<file path="src/rtl/ps_setpoint_scheduler_pkg.sv">
// Shared definitions for the setpoint scheduler.
//   - FSM state encoding, exported on the debug state port.
//   - Bit offsets of the fields in the 32-bit status word.
package ps_setpoint_scheduler_pkg;

  localparam logic [1:0] ST_IDLE  = 2'd0;
  localparam logic [1:0] ST_FETCH = 2'd1;
  localparam logic [1:0] ST_SEND  = 2'd2;

  // status = {overrunCount[15:0], frameCount[7:0], 6'b0, commitPending, busy}
  localparam int STATUS_BUSY_BIT    = 0;
  localparam int STATUS_COMMIT_BIT  = 1;
  localparam int STATUS_FRAME_LSB   = 8;
  localparam int STATUS_FRAME_W     = 8;
  localparam int STATUS_OVERRUN_LSB = 16;
  localparam int STATUS_OVERRUN_W   = 16;

endpackage

</file>
<file path="src/rtl/ps_setpoint_table_ram.sv">
// Simple dual-port setpoint table: one write port, one registered read port.
// The address MSB is the bank bit. Each bank is padded to a power of two so
// that the bank bit can sit directly above the word index.
// Ports:
//   clk, rst_n        clock, async active-low reset (read register only;
//                     the storage array itself is never cleared)
//   wr_en/addr/data   write port
//   rd_en/addr        read request; rd_data updates on the next rising edge
//   rd_data           registered read data, held while rd_en is low
module ps_setpoint_table_ram #(
  parameter int DATA_WIDTH = 32,
  parameter int ADDR_WIDTH = 4
) (
  input  logic                  clk,
  input  logic                  rst_n,
  input  logic                  wr_en,
  input  logic [ADDR_WIDTH-1:0] wr_addr,
  input  logic [DATA_WIDTH-1:0] wr_data,
  input  logic                  rd_en,
  input  logic [ADDR_WIDTH-1:0] rd_addr,
  output logic [DATA_WIDTH-1:0] rd_data
);

  localparam int DEPTH = 1 << ADDR_WIDTH;

  logic [DATA_WIDTH-1:0] mem [DEPTH];

  always_ff @(posedge clk) begin
    if (wr_en) begin
      mem[wr_addr] <= wr_data;
    end
  end

  // Holding rd_data when no read is requested keeps the stream word stable
  // while the consumer stalls.
  always_ff @(posedge clk or negedge rst_n) begin
    if (!rst_n) begin
      rd_data <= '0;
    end else if (rd_en) begin
      rd_data <= mem[rd_addr];
    end
  end

endmodule

</file>
<file path="src/rtl/ps_setpoint_scheduler.sv">
// Double-buffered setpoint scheduler. Software fills the shadow bank and
// requests a commit; each accepted fofbTrigger optionally swaps banks and
// then streams the active bank out on an AXI-Stream-style port.
// Ports:
//   clk, rst_n                 clock, async active-low reset
//   enable                     frames start only while high
//   fofbTrigger                one-cycle frame request
//   wrStrobe/wrAddress/wrData  shadow-bank write
//   commitStrobe               request a bank swap at the next frame start
//   SETPOINT_AXIS_*            setpoint stream
//   status                     {overrun[15:0], frames[7:0], 6'b0, commitPending, busy}
//   state_dbg                  current FSM state
// Handshake: a word transfers on a rising edge where TVALID and TREADY are
// both high; once TVALID rises, TDATA/TLAST hold until that transfer.
module ps_setpoint_scheduler
  import ps_setpoint_scheduler_pkg::*;
#(
  parameter int SETPOINT_COUNT = 8,
  parameter int DATA_WIDTH     = 32
) (
  input  logic                              clk,
  input  logic                              rst_n,
  input  logic                              enable,
  input  logic                              fofbTrigger,
  input  logic                              wrStrobe,
  input  logic [$clog2(SETPOINT_COUNT)-1:0] wrAddress,
  input  logic [DATA_WIDTH-1:0]             wrData,
  input  logic                              commitStrobe,
  output logic                              SETPOINT_AXIS_TVALID,
  output logic                              SETPOINT_AXIS_TLAST,
  input  logic                              SETPOINT_AXIS_TREADY,
  output logic [DATA_WIDTH-1:0]             SETPOINT_AXIS_TDATA,
  output logic [31:0]                       status,
  output logic [1:0]                        state_dbg
);

  localparam int IDX_W = $clog2(SETPOINT_COUNT);
  localparam logic [IDX_W-1:0] LAST_IDX = IDX_W'(SETPOINT_COUNT - 1);

  logic [1:0]       state;
  logic [IDX_W-1:0] idx;
  logic             active_bank;
  logic             commit_pending;
  logic [15:0]      overrun_count;
  logic [7:0]       frame_count;

  logic accept;
  logic handshake;
  logic last_word;
  logic swap;

  assign accept    = fofbTrigger && enable && (state == ST_IDLE);
  assign handshake = (state == ST_SEND) && SETPOINT_AXIS_TREADY;
  assign last_word = (idx == LAST_IDX);
  // A commit arriving in the same cycle as the accepted trigger joins the swap.
  assign swap      = accept && (commit_pending || commitStrobe);

  always_ff @(posedge clk or negedge rst_n) begin
    if (!rst_n) begin
      state          <= ST_IDLE;
      idx            <= '0;
      active_bank    <= 1'b0;
      commit_pending <= 1'b0;
      overrun_count  <= '0;
      frame_count    <= '0;
    end else begin
      case (state)
        ST_IDLE: begin
          if (accept) begin
            state <= ST_FETCH;
            idx   <= '0;
          end
        end
        ST_FETCH: state <= ST_SEND;
        ST_SEND: begin
          if (handshake) begin
            if (last_word) begin
              state <= ST_IDLE;
            end else begin
              state <= ST_FETCH;
              idx   <= idx + 1'b1;
            end
          end
        end
        default: state <= ST_IDLE;
      endcase

      if (swap) begin
        active_bank <= ~active_bank;
      end

      if (accept) begin
        commit_pending <= 1'b0;
      end else if (commitStrobe) begin
        commit_pending <= 1'b1;
      end

      if (fofbTrigger && (state != ST_IDLE) && (overrun_count != 16'hFFFF)) begin
        overrun_count <= overrun_count + 16'd1;
      end

      if (handshake && last_word) begin
        frame_count <= frame_count + 8'd1;
      end
    end
  end

  // Writes always target the bank that is not being streamed, so a write
  // during a frame never changes that frame's data.
  ps_setpoint_table_ram #(
    .DATA_WIDTH (DATA_WIDTH),
    .ADDR_WIDTH (IDX_W + 1)
  ) u_table (
    .clk     (clk),
    .rst_n   (rst_n),
    .wr_en   (wrStrobe),
    .wr_addr ({~active_bank, wrAddress}),
    .wr_data (wrData),
    .rd_en   (state == ST_FETCH),
    .rd_addr ({active_bank, idx}),
    .rd_data (SETPOINT_AXIS_TDATA)
  );

  assign SETPOINT_AXIS_TVALID = (state == ST_SEND);
  assign SETPOINT_AXIS_TLAST  = (state == ST_SEND) && last_word;
  assign state_dbg            = state;

  always_comb begin
    status = '0;
    status[STATUS_BUSY_BIT]                              = (state != ST_IDLE);
    status[STATUS_COMMIT_BIT]                            = commit_pending;
    status[STATUS_FRAME_LSB +: STATUS_FRAME_W]           = frame_count;
    status[STATUS_OVERRUN_LSB +: STATUS_OVERRUN_W]       = overrun_count;
  end

endmodule

</file>
<file path="config.mk">
export PLATFORM = sky130hd
export DESIGN_NAME = ps_setpoint_scheduler
export DESIGN_NICKNAME = d
export VERILOG_FILES = /design/src/rtl/ps_setpoint_scheduler_pkg.sv /design/src/rtl/ps_setpoint_table_ram.sv /design/src/rtl/ps_setpoint_scheduler.sv
export SDC_FILE = /design/constraint.sdc
export NUM_CORES = 1
export LEC_CHECK = 0
export CAP_MARGIN = 20
export CORE_ASPECT_RATIO = 0.75
export CORE_MARGIN = 10
export CORE_UTILIZATION = 45
export CTS_CLUSTER_SIZE = 40
export DETAILED_ROUTE_END_ITERATION = 7
export HOLD_SLACK_MARGIN = 0.05
export PLACE_DENSITY = 0.66
export SYNTH_ARGS = -nofsm -noshare
export SYNTH_HDL_FRONTEND = slang
export SYNTH_HIERARCHICAL = 1
export SYNTH_SLANG_ARGS = --single-unit
</file>
<file path="constraint.sdc">
create_clock -name clk -period 3.6 [get_ports clk]
set_clock_uncertainty 0.05 [all_clocks]
set_input_delay 0.72 -clock clk [delete_from_list [all_inputs] [get_ports clk]]
set_output_delay 0.72 -clock clk [all_outputs]
set_load 0.02 [all_outputs]
</file>
---- Yosys cells after proc, flatten, opt, wreduce, memory -nomap -nowiden ----
Memory sizes are Yosys's and may differ from the RTL's. A register that Yosys moved wholly into a read port is not among the register bits.
Cells that the tools add are included.
operators by class
  equal/unequal tests ..................... 7
  multiplexer cells ....................... 12
  reductions and logical operators ........ 16
  $add $sub $neg .......................... 3
  bitwise gates (word level) .............. 1
operators by type and width
  cell                                                                      count
  16-bit by 1-bit adder with 16-bit output (second input constant)          1
  16-bit inequality test (second input constant)                            1
  3-bit 2-to-1 mux                                                          3
  8-bit by 1-bit adder with 8-bit output (second input constant)            1
  1-bit logical AND                                                         8
  2-bit case mux with 3 select lines                                        1
  3-bit case mux with 2 select lines                                        1
  2-bit nonzero test                                                        3
  1-bit 2-to-1 mux                                                          5
  2-bit 2-to-1 mux                                                          2
  2-bit inequality test (second input constant)                             2
  4-bit AND reduction                                                       1
  3-bit by 1-bit adder with 3-bit output (second input constant)            1
  3-bit == test (second input constant)                                     1
  2-bit by 1-bit == test with 1-bit output (second input constant)          1
  2-bit == test (second input constant)                                     1
  2-bit zero test                                                           1
  2-bit by 1-bit inequality test with 1-bit output (second input constant)  1
  2-bit AND reduction                                                       1
  1-bit zero test                                                           1
  1-bit logical OR                                                          1
  1-bit inverter                                                            1
storage, ports and cells
  bits in registers ....................... 31
  input bits .............................. 42
  logic and storage cells ................. 46
  memories kept ........................... 1
  bits in writable memories ............... 512
memory list
  memory       depth  bits a word  read ports  clocked after memory_dff  wr ports  line                         RTL
  u_table.mem  16     32           1           1                         1         ps_setpoint_table_ram.sv:26  logic [DATA_WIDTH-1:0] mem [DEPTH];

---- Depth between registers and ports, before layout ----
Gate-level depths: netlist (run 1).
  depth after elaboration ................. 4
  mapped depth ............................ 6
  depth with buffers taken out ............ 6

---- By module ----
The synthesis (run 1) kept the hierarchy.
by module, submodules not included
  module                 area an instance (um^2)  instances  cells an instance  sequential area each (um^2)
  ps_setpoint_table_ram  20,788.7                 1          876                16,175.5
  ps_setpoint_scheduler  1,589.0                  1          146                775.7

---- Least setup slack after synthesis (run 1) ----
No wires, ideal clock.
  path kind ............................... in2reg
  from .................................... input wrAddress[2]
  to ...................................... memory u_table.mem[0][0] (enable)
  stages on the path ...................... 2
  slack ................................... -350 ps
  arrival ................................. 3,438 ps
  path buffers ............................ 0
  path through ............................ or3b_2 nor3_1
RTL lines
  what                line                         RTL
  start: declaration  ps_setpoint_scheduler.sv:26  input logic [$clog2(SETPOINT_COUNT)-1:0] wrAddress,
  end: declaration    ps_setpoint_table_ram.sv:26
No word-level cell before the write port.

---- Worst setup path after layout (run 1) ----
  from .................................... register idx[0]
  to ...................................... output SETPOINT_AXIS_TLAST
on the way
  word-level cells in the longest chain between the ends .. 2
RTL lines
  what                      line                          RTL
  start: declaration        ps_setpoint_scheduler.sv:41   logic [IDX_W-1:0] idx;
  start signal: assignment  ps_setpoint_scheduler.sv:81   idx <= idx + 1'b1;
  3-bit == test             ps_setpoint_scheduler.sv:54   assign last_word = (idx == LAST_IDX);
  1-bit logical AND         ps_setpoint_scheduler.sv:125  assign SETPOINT_AXIS_TLAST = (state == ST_SEND) && last_word;
  end: declaration          ps_setpoint_scheduler.sv:30   output logic SETPOINT_AXIS_TLAST,
No other way between the ends.

==> flow_summary.json, run 1 <==
{
  "dieHeight_microns": 213,
  "switching_share": 0.275,
  "clk_pin_slew_worst_paths_ns": 0.06,
  "r2r_slack_ns": 1.06,
  "cts_root_buf": "clkbuf_16",
  "clock_sink_count": 575,
  "wl_per_cell_microns": 25.2,
  "ir_drop_v": 0.000465,
  "wl_met2_mm": 21.9,
  "fin_util": 0.533,
  "p_per_area_nw_per_um2": 686,
  "initial_core_util": 0.457,
  "coreArea_sq_um": 49000,
  "crit_required_ns": 2.83,
  "drive_above_1_share": 0.256,
  "drtPass1Iterations": 4,
  "fillers": 3736,
  "grt_pass1_wl_mm": 71.4,
  "syn_avg_cell_area_sq_um": 21.9,
  "p_int_mw": 13.0,
  "dieArea_sq_um": 59100,
  "seqPwrFrac": 0.449,
  "grt_usage": 0.158,
  "hold_class": "input pin to async pin",
  "design_area_sq_um": 26100,
  "mostFrequentLayoutCells": "edfxtp_1, mux4_2, clkdlybuf4s50_1",
  "setup_tns_ns": 0,
  "syn2layout_area_growth_pct": 16.7,
  "gp_congestion": 0.754,
  "drt_iter0_markers": 884,
  "ys_seq_elements": 575,
  "postCtsSetupRepairBufs": 0,
  "antenna_found_initial": 0,
  "max_slew_margin": 0.262,
  "dp.final_hpwl_mm": 28.0,
  "setup_viol": 0,
  "cap_violations": 0,
  "mostFrequentLayoutCell": "edfxtp_1",
  "met1Wirelength_mm": 21.5,
  "rows": 70,
  "max_freq_mhz": 328,
  "yosys_warnings": 6,
  "fin_crit_sh": 0.847,
  "grt_max_degree": 66,
  "worst_pin_slew_ns": 1.11,
  "critical_path_arrival_ns": 2.28,
  "status": "completed",
  "ant_nets": 0,
  "ys.flop_type": "edfxtp_1",
  "clockPowerShare": 0.329,
  "port_buffers": 103,
  "netlist_instances": 1022,
  "dr_wl_met3_mm": 2.50,
  "wl_mm": 46.7,
  "syn_area_sq_um": 22400,
  "worstSkewPairLatency_ns": 0.58,
  "synth_edf_count": 512,
  "startpoint_type": "flop",
  "p_sw_mw": 4.93,
  "crit_type": "flop to primary output",
  "worst_r2r_path_depth": 4,
  "rsz0062_at_grt": "no",
  "drv_slew": 0,
  "grt.overflow.total": 0,
  "clockBufferDepth": 3,
  "cts_inserted_buffers": 53,
  "placed_cell_area_sq_um": 24300,
  "holdBufCountCts": 0,
  "vias_per_cell": 5.68,
  "synthDistinctLibCells": 59,
  "seq_area_sq_um": 17000,
  "reg2reg_to": "u_table/mem[5][22]",
  "nNetsFinal": 1211,
  "multi_input_area_sq_um": 5040,
  "cp_max_fo": 13,
  "cp-end-kind": "primary output",
  "ctsResizeCount": 0,
  "num_io_pins": 110,
  "drc": 0,
  "hold_viol": 0,
  "dr.max_layer_used": "met4",
  "htree_levels": 2,
  "diodes": 0,
  "power_leakage_nw": 8.41,
  "crit_end": "SETPOINT_AXIS_TLAST",
  "grt_pass1_vias": 10913,
  "comb_power_share": 0.222,
  "asyncSetResetFlopFracSynth": 0.110,
  "ys_seq_area_frac": 0.758,
  "r2r-start": "active_bank",
  "vias": 10536,
  "worstSetupStartpoint": "idx[0]",
  "cts_tree": "done",
  "die_w_microns": 277,
  "min_period_ns": 3.05
}
[worst min path at each step]
stage / start / end / slack, ns / cells past startpoint
global placement: frame_count[7] / frame_count[7] / 0.41 / 1
global route: rst_n / overrun_count[11] / 0.28 / 1
detailed placement: frame_count[7] / frame_count[7] / 0.42 / 1
floorplan: rst_n / active_bank / 0.37 / 0
CTS: rst_n / overrun_count[15] / 0.26 / 1
finish: rst_n / overrun_count[11] / 0.23 / 1
[sequential cells by signal, indices dropped and copies added, names as in the netlist]
register,count
active_bank,1
commit_pending,1
frame_count,8
idx,3
overrun_count,16
state_dbg,2
u_table/mem,512
u_table/rd_data,32
[critical path, cell delays in order, from the launching register on]
cell and delay, ns:
dfrtp_4 0.60, ha_1 0.24, ha_1 0.19, and2_1 0.14, clkdlybuf4s50_1 0.53
[power by group through the flow]
stage / clock network (mW) / logic (mW) / registers, mW
after CTS: 6.03 / 4.05 / 8.05
after detailed placement: 0 / 4.04 / 8.19
after floorplan: 0 / 2.52 / 8.30
after global routing: 6.34 / 4.25 / 8.10
final: 5.90 / 3.97 / 8.04
after global placement: 0 / 4.01 / 8.18
[cell families (layout without fill, tap and decap cells)]
kind of cell | Yosys count | in the layout | synth area share
buffers and inverters | 66 | 247 | 0.0239
adder cells (fa/ha/maj) | 4 | 4 | 0.00224
flip-flops | 575 | 575 | 0.758
AND/OR/NAND/NOR | 110 | 110 | 0.0254
XOR/XNOR | 16 | 16 | 0.00626
other | 1 | 6 | 0.000168
multiplexers | 166 | 166 | 0.148
AO/OA/AOI/OAI | 84 | 84 | 0.0370
[cell usage after synthesis (2+ instances only)]
| cell type | instances | area (sq um) |
|---|---|---|
| nand2b_1 | 5 | 31.3 |
| nor2_1 | 50 | 188 |
| nor4_1 | 2 | 12.5 |
| mux2i_1 | 34 | 340 |
| buf_2 | 10 | 50.1 |
| o21ai_0 | 5 | 25.0 |
| a221oi_2 | 23 | 345 |
| inv_1 | 8 | 30.0 |
| xor2_1 | 7 | 61.3 |
| a21oi_1 | 6 | 30.0 |
| xnor2_1 | 9 | 78.8 |
| nand3b_1 | 4 | 30.0 |
| a31oi_1 | 2 | 12.5 |
| nand2_1 | 12 | 45.0 |
| nand3_1 | 10 | 50.1 |
| nor3_1 | 6 | 30.0 |
| mux4_1 | 8 | 210 |
| nand4_2 | 2 | 25.0 |
| buf_12 | 6 | 120 |
| ha_1 | 4 | 50.1 |
| dfrtp_1 | 63 | 1580 |
| dlygate4sd1_1 | 4 | 35.0 |
| mux4_2 | 120 | 2700 |
| clkbuf_1 | 10 | 37.5 |
| a221oi_1 | 9 | 78.8 |
| buf_4 | 16 | 120 |
| buf_8 | 2 | 30.0 |
| and3_1 | 3 | 18.8 |
| edfxtp_1 | 512 | 15400 |
| o22ai_2 | 10 | 125 |
| mux2_2 | 2 | 22.5 |
| o22ai_1 | 22 | 138 |
| buf_6 | 8 | 90.1 |
| and2_1 | 3 | 18.8 |
[metal layers]
layer / GRT usage / up-vias
li1: - / 4553
met2: 0.247 / 305
met4: 0.0380 / 0
met1: 0.228 / 5621
met3: 0.0300 / 57
met5: 0 / -
[stage by stage]
| step | setup slack [ns] | total power [mW] | hold slack (ns) | std cells |
|---|---|---|---|---|
| 4_1_cts | 0.505 | 18.1 | 0.257 | 1856 |
| 6_report | 0.552 | 17.9 | 0.226 | 1856 |
| 3_3_place_gp | 0.725 | 12.2 | 0.414 | 1758 |
| 5_1_grt | 0.438 | 18.7 | 0.283 | 1856 |
| 2_1_floorplan | 0.0253 | 10.8 | 0.374 | 1027 |
| 3_5_place_dp | 0.619 | 12.2 | 0.421 | 1758 |
[layout make-up]
cell class | instances | share of cell area
multi-input combinational | 386 | 0.193
clock inverter | 34 | 0.0167
timing repair buffer | 141 | 0.0542
tap | 648 | 0.0311
clock buffer | 64 | 0.0539
sequential | 575 | 0.650
inverter | 8 | 0.00115
(Power assumes the default switching activity.)
==> run 2: changes to the inputs <==
PLACE_DENSITY = 0.63   (was 0.66)
clock period = 3.05 ns   (was 3.6 ns; I/O delays follow)
==> run 2 against run 1 <==
Against the previous run: die area unchanged; register-to-register slack got worse by 0.43 ns; wire length rose by 2.7%; via count up 1.5%; non-clock buffer count is 2 higher; combinational power increased by 22%; core utilization grew 0.20 points; worst setup slack got worse by 0.35 ns; total power grew 18%; clock power is 17% higher; highest routed layer is now met5; final area grew 0.38%.
==> flow_summary.json, run 2 (same netlist as run 1, synthesis figures left out) <==
{
  "status": "completed",
  "dieHeight_microns": 213,
  "power_leakage_nw": 8.45,
  "antenna_found_initial": 1,
  "final_cells": 1863,
  "met1Wirelength_mm": 22.8,
  "gp_congestion": 0.737,
  "drv_slew": 0,
  "rows": 70,
  "nNetsFinal": 1215,
  "diodes": 0,
  "dr.max_layer_used": "met5",
  "grt_pass1_vias": 11152,
  "reg_top3": "u_table/mem (512), u_table/rd_data (32), overrun_count (16)",
  "vias": 10696,
  "crit_type": "flop to primary output",
  "max_freq_mhz": 351,
  "holdBufCountCts": 0,
  "clockBufferDepth": 3,
  "cp_slowest_cell": "clkdlybuf4s50_1",
  "max_slew_margin": 0.350,
  "dp.final_hpwl_mm": 27.8,
  "clk_pin_slew_worst_paths_ns": 0.06,
  "dp.cells": 1758,
  "drtPass1Iterations": 5,
  "cap_violations": 0,
  "vias_per_cell": 5.74,
  "worstSkewPairLatency_ns": 0.60,
  "hold_viol": 0,
  "rsz0062_at_grt": "no",
  "r2r-start": "idx[0]",
  "drc": 0,
  "setup_viol": 0,
  "syn2layout_area_growth_pct": 17.1,
  "num_io_pins": 110,
  "setup_tns_ns": 0,
  "startpoint_type": "flop",
  "cts_inserted_buffers": 55,
  "cp-end-kind": "primary output",
  "critical_path_arrival_ns": 2.19,
  "wl_met2_mm": 21.8,
  "htree_levels": 2,
  "hold_class": "input pin to async pin",
  "crit_chain": "nand2b_1, inv_1, and2_1, clkdlybuf4s50_1",
  "worst_r2r_path_depth": 5,
  "r2r_slack_ns": 0.63,
  "grt.overflow.total": 0,
  "wl_per_cell_microns": 25.8,
  "worst_pin_slew_ns": 0.975,
  "min_period_ns": 2.85,
  "largest_reg_flops": 512,
  "ir_drop_v": 0.000480,
  "mostFrequentLayoutCells": "edfxtp_1, mux4_2, clkdlybuf4s50_1",
  "cp_max_fo": 9,
  "design_area_sq_um": 26200,
  "grt_usage": 0.163,
  "ant_nets": 0,
  "regMostFlops": "u_table/mem",
  "crit_required_ns": 2.39,
  "cts_root_buf": "clkbuf_16",
  "coreArea_sq_um": 49000,
  "cts_tree": "done",
  "port_buffers": 103,
  "placed_cell_area_sq_um": 24300,
  "dr_wl_met3_mm": 2.66,
  "die_w_microns": 277,
  "p_per_area_nw_per_um2": 810,
  "reg2reg_to": "u_table/rd_data[31]",
  "clock_sink_count": 575,
  "grt_max_degree": 88,
  "drive_above_1_share": 0.261,
  "worst_path_largest_cell_delay_ns": 0.61,
  "drt_iter0_markers": 860,
  "initial_core_util": 0.457,
  "grt_pass1_wl_mm": 73.2,
  "dieArea_sq_um": 59100,
  "fillers": 3695,
  "fin_crit_sh": 0.934,
  "mostFrequentLayoutCell": "edfxtp_1",
  "wl_mm": 48.0
}
run 2: cell types whose count changed in the layout (fill, tap and decap cells not counted), moves of 3 or more:
cell and delta:
bufinv_16 -5, clkbuf_16 +4, buf_12 +5, clkbuf_1 +4, clkinv_1 -4, buf_4 -3, clkbuf_8 +4
run 2: through the flow:
stage	total power, mW	hold WS, ns	setup WS (ns)	util
after global routing	22.1	0.189	0.0568	0.535
after detailed placement	14.5	0.418	0.465	0.497
after CTS	21.4	0.139	0.0345	0.535
final	21.2	0.111	0.200	0.535
after floorplan	12.8	0.264	0.0820	-
after global placement	14.5	0.420	0.473	0.497
run 2: routing by layer:
| metal | global-route usage | vias to the layer above |
|---|---|---|
| li1 | - | 4570 |
| met1 | 0.241 | 5766 |
| met2 | 0.245 | 301 |
| met3 | 0.0320 | 57 |
| met4 | 0.0413 | 2 |
| met5 | 0 | - |
run 2: power breakdown:
part           internal (mW)  switching, mW
registers               9.12          0.369
logic                   2.13           2.71
clock network           4.04           2.85
run 2: layout make-up:
class	count	area [sq um]	area share
Clock inverter	27	274	0.0105
Tap cell	648	811	0.0309
Sequential cell	575	17000	0.647
Timing Repair Buffer	143	1490	0.0569
Multi-Input combinational cell	386	5060	0.193
Clock buffer	76	1580	0.0602
Inverter	8	30.0	0.00115
run 2: worst max-delay path, delay by kind of cell, from the launching register on:
| kind | cells | cell delay, ns |
|---|---|---|
| buf+inv | 2 | 0.76 |
| flops | 1 | 0.48 |
| simple gates | 2 | 0.36 |
run 2: what timing repair did:
action / in CTS / in global routing
setup buffers: 0 / 2
gates resized for setup: 0 / 1
setup endpoints to repair: 0 / 1
run 2: worst max path at each step:
stage	from	endpoint	slack, ns	depth (start not counted)
2_1_floorplan	wrAddress[2]	u_table/mem[1][0]	0.08	2
3_3_place_gp	wrStrobe	u_table/mem[0][5]	0.47	4
3_5_place_dp	wrStrobe	u_table/mem[0][5]	0.47	4
4_1_cts	idx[0]	SETPOINT_AXIS_TLAST	0.03	4
5_1_grt	state_dbg[0]	SETPOINT_AXIS_TLAST	0.06	4
6_report	state_dbg[0]	SETPOINT_AXIS_TLAST	0.20	4
